--- config.mk ---
export PLATFORM = sky130hd
export DESIGN_NAME = multicycle_controller
export DESIGN_NICKNAME = d
export VERILOG_FILES = /design/src/rtl/multicycle_controller_pkg.sv /design/src/rtl/multicycle_controller_opcode_decode.sv /design/src/rtl/multicycle_controller.sv
export SDC_FILE = /design/constraint.sdc
export NUM_CORES = 1
export LEC_CHECK = 0
export CAP_MARGIN = 20
export CORE_ASPECT_RATIO = 0.5
export CORE_MARGIN = 2
export CORE_UTILIZATION = 41
export DETAILED_ROUTE_END_ITERATION = 6
export GPL_TIMING_DRIVEN = 0
export PLACE_DENSITY_LB_ADDON = 0.08
export SLEW_MARGIN = 15
export SYNTH_ARGS = -nofsm -noshare
export SYNTH_HDL_FRONTEND = slang
export SYNTH_HIERARCHICAL = 1
export SYNTH_SLANG_ARGS = --single-unit
--- constraint.sdc ---
create_clock -name Clk -period 4.8 [get_ports Clk]
set_clock_uncertainty 0.15 [all_clocks]
set_input_delay 1.2 -clock Clk [delete_from_list [all_inputs] [get_ports Clk]]
set_output_delay 1.2 -clock Clk [all_outputs]
set_load 0.1 [all_outputs]
--- src/rtl/multicycle_controller_pkg.sv ---
// Shared definitions for the multicycle controller: opcodes, state encoding and
// the select encodings that the datapath decodes.
package multicycle_controller_pkg;

  localparam logic [6:0] OPC_LOAD     = 7'b0000011;
  localparam logic [6:0] OPC_MISC_MEM = 7'b0001111;
  localparam logic [6:0] OPC_OP_IMM   = 7'b0010011;
  localparam logic [6:0] OPC_AUIPC    = 7'b0010111;
  localparam logic [6:0] OPC_STORE    = 7'b0100011;
  localparam logic [6:0] OPC_OP       = 7'b0110011;
  localparam logic [6:0] OPC_LUI      = 7'b0110111;
  localparam logic [6:0] OPC_BRANCH   = 7'b1100011;
  localparam logic [6:0] OPC_JALR     = 7'b1100111;
  localparam logic [6:0] OPC_JAL      = 7'b1101111;
  localparam logic [6:0] OPC_SYSTEM   = 7'b1110011;

  typedef enum logic [2:0] {
    ST_FETCH, ST_DECODE, ST_EXEC, ST_MEM, ST_WB, ST_TRAP
  } state_e;

  typedef enum logic [3:0] {
    CLS_LOAD, CLS_STORE, CLS_OP, CLS_OP_IMM, CLS_LUI, CLS_AUIPC,
    CLS_JAL, CLS_JALR, CLS_BRANCH, CLS_MISC_MEM, CLS_SYSTEM, CLS_ILLEGAL
  } op_class_e;

  localparam logic [1:0] PCSRC_PLUS4 = 2'd0;
  localparam logic [1:0] PCSRC_ALU   = 2'd1;
  localparam logic [1:0] PCSRC_JALR  = 2'd2;

  localparam logic [1:0] ALUA_RS1  = 2'd0;
  localparam logic [1:0] ALUA_PC   = 2'd1;
  localparam logic [1:0] ALUA_ZERO = 2'd2;

  localparam logic [1:0] ALUB_RS2  = 2'd0;
  localparam logic [1:0] ALUB_IMM  = 2'd1;
  localparam logic [1:0] ALUB_FOUR = 2'd2;

  localparam logic [1:0] ALUOP_ADD    = 2'd0;
  localparam logic [1:0] ALUOP_BRANCH = 2'd1;
  localparam logic [1:0] ALUOP_FUNCT  = 2'd2;

  localparam logic [1:0] RES_ALU = 2'd0;
  localparam logic [1:0] RES_MEM = 2'd1;
  localparam logic [1:0] RES_PC4 = 2'd2;

  localparam logic [1:0] CAUSE_NONE    = 2'd0;
  localparam logic [1:0] CAUSE_ILLEGAL = 2'd1;
  localparam logic [1:0] CAUSE_ECALL   = 2'd2;
  localparam logic [1:0] CAUSE_TIMEOUT = 2'd3;

  localparam logic [4:0] IMM_NONE = 5'b00000;
  localparam logic [4:0] IMM_I    = 5'b10000;
  localparam logic [4:0] IMM_S    = 5'b01000;
  localparam logic [4:0] IMM_B    = 5'b00100;
  localparam logic [4:0] IMM_U    = 5'b00010;
  localparam logic [4:0] IMM_J    = 5'b00001;

endpackage

--- src/rtl/multicycle_controller_opcode_decode.sv ---
// Opcode classification: instruction class, legality and immediate format.
module opcode_decode
  import multicycle_controller_pkg::*;
(
  input  logic [6:0] opcode,
  output op_class_e  op_class,
  output logic       legal,
  output logic [4:0] imm_fmt
);

  always_comb begin
    op_class = CLS_ILLEGAL;
    case (opcode)
      OPC_LOAD:     op_class = CLS_LOAD;
      OPC_STORE:    op_class = CLS_STORE;
      OPC_OP:       op_class = CLS_OP;
      OPC_OP_IMM:   op_class = CLS_OP_IMM;
      OPC_LUI:      op_class = CLS_LUI;
      OPC_AUIPC:    op_class = CLS_AUIPC;
      OPC_JAL:      op_class = CLS_JAL;
      OPC_JALR:     op_class = CLS_JALR;
      OPC_BRANCH:   op_class = CLS_BRANCH;
      OPC_MISC_MEM: op_class = CLS_MISC_MEM;
      OPC_SYSTEM:   op_class = CLS_SYSTEM;
      default:      op_class = CLS_ILLEGAL;
    endcase
  end

  // SYSTEM is recognised but not executed, so it is not "legal" for EXEC.
  assign legal = (op_class != CLS_ILLEGAL) && (op_class != CLS_SYSTEM);

  always_comb begin
    imm_fmt = IMM_NONE;
    case (opcode[6:2])
      OPC_LOAD[6:2], OPC_OP_IMM[6:2], OPC_JALR[6:2],
      OPC_MISC_MEM[6:2], OPC_SYSTEM[6:2]: imm_fmt = IMM_I;
      OPC_STORE[6:2]:                     imm_fmt = IMM_S;
      OPC_BRANCH[6:2]:                    imm_fmt = IMM_B;
      OPC_LUI[6:2], OPC_AUIPC[6:2]:       imm_fmt = IMM_U;
      OPC_JAL[6:2]:                       imm_fmt = IMM_J;
      default:                            imm_fmt = IMM_NONE;
    endcase
  end

endmodule

--- src/rtl/multicycle_controller.sv ---
// Multicycle RV32 controller: FETCH/DECODE/EXEC/MEM/WB sequencing with a
// memory wait timeout and an absorbing TRAP state.
module multicycle_controller
  import multicycle_controller_pkg::*;
#(
  parameter int MEM_TIMEOUT = 255
) (
  input  logic        Clk,
  input  logic        Rst,
  input  logic [31:0] Ins,
  input  logic        MemReady,
  input  logic        BranchTaken,
  output logic        MemReq,
  output logic        MemAddrSel,
  output logic        MemWrite,
  output logic        IRWrite,
  output logic        PCWrite,
  output logic [1:0]  PCSrc,
  output logic [1:0]  ALUSrcA,
  output logic [1:0]  ALUSrcB,
  output logic [1:0]  ALUOp,
  output logic [4:0]  ImmFmt,
  output logic        RegWrite,
  output logic [1:0]  ResultSel,
  output logic        InstRetired,
  output logic        Halt,
  output logic [1:0]  Cause
);

  localparam int CW = $clog2(MEM_TIMEOUT + 1);

  state_e        state_q, state_d;
  logic [CW-1:0] wait_q, wait_d;
  logic [1:0]    cause_q, cause_d;
  logic          retire;

  op_class_e op_class;
  logic      legal;
  logic [4:0] imm_fmt;
  logic      unused_ins_bits;

  logic       mem_req, mem_addr_sel, mem_write, ir_write, pc_write, reg_write;
  logic [1:0] pc_src, alu_src_a, alu_src_b, alu_op, result_sel;
  logic [1:0] cls_a, cls_b, cls_op;
  logic [4:0] imm_out;
  logic       wait_expired;

  opcode_decode u_opcode_decode (
    .opcode   (Ins[6:0]),
    .op_class (op_class),
    .legal    (legal),
    .imm_fmt  (imm_fmt)
  );

  assign unused_ins_bits = ^Ins[31:7];
  assign wait_expired    = (wait_q == CW'(MEM_TIMEOUT - 1));

  // The wait counter only advances in FETCH/MEM while memory is not ready,
  // so it is already zero whenever one of those states is entered.
  always_comb begin
    state_d = state_q;
    wait_d  = '0;
    cause_d = cause_q;
    retire  = 1'b0;
    case (state_q)
      ST_FETCH: begin
        if (MemReady) begin
          state_d = ST_DECODE;
        end else if (wait_expired) begin
          state_d = ST_TRAP;
          cause_d = CAUSE_TIMEOUT;
        end else begin
          wait_d = wait_q + CW'(1);
        end
      end
      ST_DECODE: begin
        if (legal) begin
          state_d = ST_EXEC;
        end else begin
          state_d = ST_TRAP;
          cause_d = (op_class == CLS_SYSTEM) ? CAUSE_ECALL : CAUSE_ILLEGAL;
        end
      end
      ST_EXEC: begin
        case (op_class)
          CLS_LOAD, CLS_STORE: state_d = ST_MEM;
          CLS_BRANCH, CLS_MISC_MEM: begin
            state_d = ST_FETCH;
            retire  = 1'b1;
          end
          default: state_d = ST_WB;
        endcase
      end
      ST_MEM: begin
        if (MemReady) begin
          if (op_class == CLS_STORE) begin
            state_d = ST_FETCH;
            retire  = 1'b1;
          end else begin
            state_d = ST_WB;
          end
        end else if (wait_expired) begin
          state_d = ST_TRAP;
          cause_d = CAUSE_TIMEOUT;
        end else begin
          wait_d = wait_q + CW'(1);
        end
      end
      ST_WB: begin
        state_d = ST_FETCH;
        retire  = 1'b1;
      end
      default: state_d = ST_TRAP;
    endcase
  end

  always_ff @(posedge Clk) begin
    if (Rst) begin
      state_q <= ST_FETCH;
      wait_q  <= '0;
      cause_q <= CAUSE_NONE;
    end else begin
      state_q <= state_d;
      wait_q  <= wait_d;
      cause_q <= cause_d;
    end
  end

  // ALU operand selection per class, held from EXEC through WB so the
  // ALU result stays valid for the address and writeback.
  always_comb begin
    cls_a  = ALUA_RS1;
    cls_b  = ALUB_IMM;
    cls_op = ALUOP_ADD;
    case (op_class)
      CLS_OP: begin
        cls_b  = ALUB_RS2;
        cls_op = ALUOP_FUNCT;
      end
      CLS_OP_IMM:         cls_op = ALUOP_FUNCT;
      CLS_LUI:            cls_a  = ALUA_ZERO;
      CLS_AUIPC, CLS_JAL: cls_a  = ALUA_PC;
      CLS_BRANCH: begin
        cls_b  = ALUB_RS2;
        cls_op = ALUOP_BRANCH;
      end
      default: ;
    endcase
  end

  always_comb begin
    mem_req      = 1'b0;
    mem_addr_sel = 1'b0;
    mem_write    = 1'b0;
    ir_write     = 1'b0;
    pc_write     = 1'b0;
    pc_src       = PCSRC_PLUS4;
    alu_src_a    = ALUA_RS1;
    alu_src_b    = ALUB_RS2;
    alu_op       = ALUOP_ADD;
    imm_out      = IMM_NONE;
    reg_write    = 1'b0;
    result_sel   = RES_ALU;
    case (state_q)
      ST_FETCH: begin
        mem_req   = 1'b1;
        alu_src_a = ALUA_PC;
        alu_src_b = ALUB_FOUR;
        ir_write  = MemReady;
        pc_write  = MemReady;
      end
      ST_DECODE: imm_out = imm_fmt;
      ST_EXEC: begin
        imm_out   = imm_fmt;
        alu_src_a = cls_a;
        alu_src_b = cls_b;
        alu_op    = cls_op;
        case (op_class)
          CLS_JAL: begin
            pc_write = 1'b1;
            pc_src   = PCSRC_ALU;
          end
          CLS_JALR: begin
            pc_write = 1'b1;
            pc_src   = PCSRC_JALR;
          end
          CLS_BRANCH: begin
            pc_write = BranchTaken;
            pc_src   = PCSRC_ALU;
          end
          default: ;
        endcase
      end
      ST_MEM: begin
        imm_out      = imm_fmt;
        alu_src_a    = cls_a;
        alu_src_b    = cls_b;
        alu_op       = cls_op;
        mem_req      = 1'b1;
        mem_addr_sel = 1'b1;
        mem_write    = (op_class == CLS_STORE);
      end
      ST_WB: begin
        imm_out   = imm_fmt;
        alu_src_a = cls_a;
        alu_src_b = cls_b;
        alu_op    = cls_op;
        reg_write = 1'b1;
        if (op_class == CLS_LOAD)
          result_sel = RES_MEM;
        else if (op_class == CLS_JAL || op_class == CLS_JALR)
          result_sel = RES_PC4;
      end
      default: ;
    endcase
  end

  assign MemReq      = mem_req & ~Rst;
  assign MemAddrSel  = mem_addr_sel;
  assign MemWrite    = mem_write & ~Rst;
  assign IRWrite     = ir_write & ~Rst;
  assign PCWrite     = pc_write & ~Rst;
  assign PCSrc       = pc_src;
  assign ALUSrcA     = alu_src_a;
  assign ALUSrcB     = alu_src_b;
  assign ALUOp       = alu_op;
  assign ImmFmt      = imm_out;
  assign RegWrite    = reg_write & ~Rst;
  assign ResultSel   = result_sel;
  assign InstRetired = retire & ~Rst;
  assign Halt        = (state_q == ST_TRAP);
  assign Cause       = cause_q;

endmodule

==> flow_metrics.py <==
metrics = {
    "sta": {
        "slew_headroom": 0.352,
        "drv_slew": 0,
        "layout_setup_ws_ns": 0.0504,
        "max_freq_mhz": 211,
        "fin_crit_ns": 4.75,
        "fin_crit_sh": 0.990,
        "hold_viol_final": 0,
        "setup_violations": 0,
        "worst_pin_slew_ns": 0.969,
    },
    "synth": {
        "syn-cell-area_sq_um": 1310,
        "synth_nets": 222,
        "yosysUniqueCellTypes": 54,
        "postSynthAreaPerCell_sq_um": 7.22,
        "ys_ff_latch": 13,
        "netlist_instances": 181,
        "synth_seq_area_share": 0.199,
        "yosysWarningCount": 6,
    },
    "cells_and_area": {
        "drive_above_1_share": 0.346,
        "multi_input_area_sq_um": 1160,
        "antenna_cells": 0,
        "nets": 270,
        "nFillCells": 253,
        "seqCellArea_sq_um": 260,
        "syn2layout_area_growth_pct": 59.8,
        "finish.instance_area_sq_um": 2090,
        "final_util": 0.694,
    },
    "setup_path": {
        "rrSetupSlack_ns": 3.10,
        "timing.rr.end": "Cause[0]",
        "cp-start-kind": "input pin",
        "r2r-start": "wait_q[0]",
        "arrival_ns": 3.40,
        "rr_worst_depth": 6,
        "critPathMaxFanout": 7,
        "worst_setup_path_end_kind": "primary output",
        "worstSetupPathType": "in2out",
        "crit_required_ns": 3.45,
    },
    "routing": {
        "vias": 1461,
        "routed_wl_microns": 3560,
        "antenna_left": 0,
        "firstDrtPassIters": 4,
        "vias_per_cell": 5.45,
        "drc": 0,
        "drt_iter0_drc": 115,
        "wl_per_cell_microns": 13.3,
    },
    "placement": {
        "hpwl_microns": 2600,
        "gp_congestion": 0.861,
        "place_area_sq_um": 1890,
        "port_buffers": 33,
        "pre_cts_slack_ns": -1.70,
    },
    "cts": {
        "numCtsBuffers": 3,
        "clk_pin_slew_ns": 0.05,
        "ctsHoldBuffers": 0,
        "clock-sinks": 13,
        "clockBufferDepth": 2,
        "clk_latency_ns": 0.24,
        "tritoncts": "yes",
        "h-tree-depth": 1,
        "root_buffer": "clkbuf_8",
    },
    "floorplan": {
        "dieWidth_microns": 83.9,
        "initial_core_util": 0.434,
        "rows": 14,
        "dieArea_sq_um": 3680,
        "ios": 61,
        "fp.dieH_microns": 43.9,
        "coreArea_sq_um": 3010,
    },
    "hold_path": {
        "hold_path_startpoint": "Cause[1]",
        "hold_class": "reg2reg",
        "min_to": "Cause[1]",
        "hold_depth": 1,
    },
    "grt": {
        "grt_pass1_vias": 1429,
        "grt_pass1_wl_microns": 6070,
        "grt_max_degree": 11,
        "gr-usage-all-layers": 0.200,
        "grt_overflow": 0,
        "antenna_found_initial": 0,
    },
    "power_and_ir_drop": {
        "p_leak_nw": 0.805,
        "ir_drop_mv": 0.156,
        "powerDensity_nw_per_um2": 188,
    },
    "job": {
        "drv_cap": 0,
    },
    "outcome": {
        "status": "finished clean",
    },
}
[final cells by class]
| cell class | instances | area share |
|---|---|---|
| Sequential cell | 13 | 0.125 |
| Buffer | 12 | 0.0473 |
| Multi-Input combinational cell | 145 | 0.554 |
| Tap cell | 40 | 0.0240 |
| Clock buffer | 4 | 0.0216 |
| Inverter | 11 | 0.0287 |
| Timing Repair Buffer | 43 | 0.200 |
[where the power goes]
| group | internal, mW | switching (mW) | total (mW) |
|---|---|---|---|
| logic | 0.0592 | 0.125 | 0.184 |
| clock network | 0.0584 | 0.0361 | 0.0945 |
| registers | 0.112 | 0.00291 | 0.115 |
| total | 0.230 | 0.164 | 0.393 |
[kinds of logic (layout without fill, tap and decap cells)]
| kind of cell | count (synthesis) | count (layout) | share of synthesized area |
|---|---|---|---|
| buf+inv | 23 | 70 | 0.0880 |
| fa+ha+maj | 5 | 5 | 0.0478 |
| flops | 13 | 13 | 0.199 |
| simple gates | 93 | 93 | 0.400 |
| compound gates | 38 | 38 | 0.205 |
| xor+xnor | 9 | 9 | 0.0603 |
[synthesized netlist by cell type (all sizes together)]
cell type,instances,area (sq um)
nand2,13,48.8
and2b,2,15.0
and3,3,18.8
a31o,1,8.76
a311oi,2,17.5
nor2,23,86.3
xnor2,4,35.0
nand4,2,12.5
nor4,5,46.3
clkbuf,1,3.75
o21ai,5,25.0
a221oi,1,8.76
inv,11,41.3
nand3b,2,18.8
and2,6,37.5
a21o,2,16.3
a2111oi,1,8.76
o21ba,1,10.0
or3,3,28.8
dfxtp,13,260
and4,1,8.76
o21a,3,22.5
nor2b,4,27.5
and4bb,1,12.5
a21oi,11,55.1
nand3,9,50.1
nor4b,1,8.76
a31oi,1,6.26
o32a,1,10.0
ha,5,62.6
o2111ai,1,8.76
o22ai,2,12.5
a211oi,2,20.0
nand2b,5,31.3
buf,11,70.1
nand4b,1,8.76
nor3b,1,7.51
nor3,11,55.1
a22o,1,8.76
a41oi,1,8.76
xor2,5,43.8
o211ai,2,20.0
[worst max-delay path, stage by stage]
cell	delay, ns
buf_12	0.12
inv_16	0.05
ha_4	0.14
inv_2	0.04
or3_4	0.34
a211oi_4	0.24
o22ai_2	0.13
buf_6	0.15
nor3_4	0.20
nand4_1	0.17
a221oi_4	0.38
buf_12	0.22
[layout by cell type, fill, tap and decap left out, types with 3 or more instances in the layout]
| cell | n |
|---|---|
| nor2_1 | 21 |
| clkdlybuf4s50_1 | 16 |
| buf_4 | 16 |
| dfxtp_1 | 13 |
| nand2_1 | 12 |
| a21oi_1 | 9 |
| nand3_1 | 8 |
| inv_1 | 7 |
| buf_2 | 6 |
| nor3_1 | 6 |
| buf_6 | 6 |
| and2_1 | 6 |
| xor2_1 | 5 |
| nand2b_1 | 4 |
| nor4_4 | 4 |
| xnor2_1 | 4 |
| o21ai_0 | 4 |
| clkbuf_8 | 4 |
| nor3_2 | 3 |
| or3_4 | 3 |
| nor2b_1 | 3 |
| and3_1 | 3 |
| o21a_1 | 3 |
| buf_12 | 3 |
| clkdlybuf4s15_2 | 3 |
| ha_4 | 3 |
[timing repair]
| item | 4_1_cts | 5_1_grt |
|---|---|---|
| cloned | 0 | 0 |
| buffers inserted | 6 | 4 |
| endpoints found under the setup margin | 17 | 8 |
| gates resized for setup | 97 | 9 |
| pin swaps | 8 | 5 |
[how the worst max path moves through the flow]
stage,startpoint,to,slack [ns],cells past startpoint
CTS,Ins[4],InstRetired,-0.01,9
finish,Ins[3],InstRetired,0.05,12
global route,Ins[3],InstRetired,-0.01,12
detailed placement,Ins[3],InstRetired,-1.70,12
floorplan,Ins[3],PCSrc[1],-0.37,8
global placement,Ins[3],InstRetired,-1.63,12
[flip-flops by register name (all words and copies together), names as in the netlist]
signal,count
state_q,3
Cause,2
wait_q,8
[per-layer routing]
metal  vias up  part of all wire  track usage
li1        739                 -            -
met1       692              0.45        0.241
met2        24              0.52        0.392
met3         6             0.026       0.0210
met4         0             0.011       0.0516
met5         -                 0            0
[through the flow]
step	hold slack (ns)	cells	TNS, ns	total power, mW
floorplan	0.291	181	-1.34	0.248
global placement	0.299	254	-16.52	0.286
detailed placement	0.307	254	-17.15	0.288
CTS	0.316	264	-0.0130	0.392
global route	0.347	268	-0.0103	0.412
finish	0.313	268	0	0.393
Note: power is estimated with default switching activity, not from simulation.
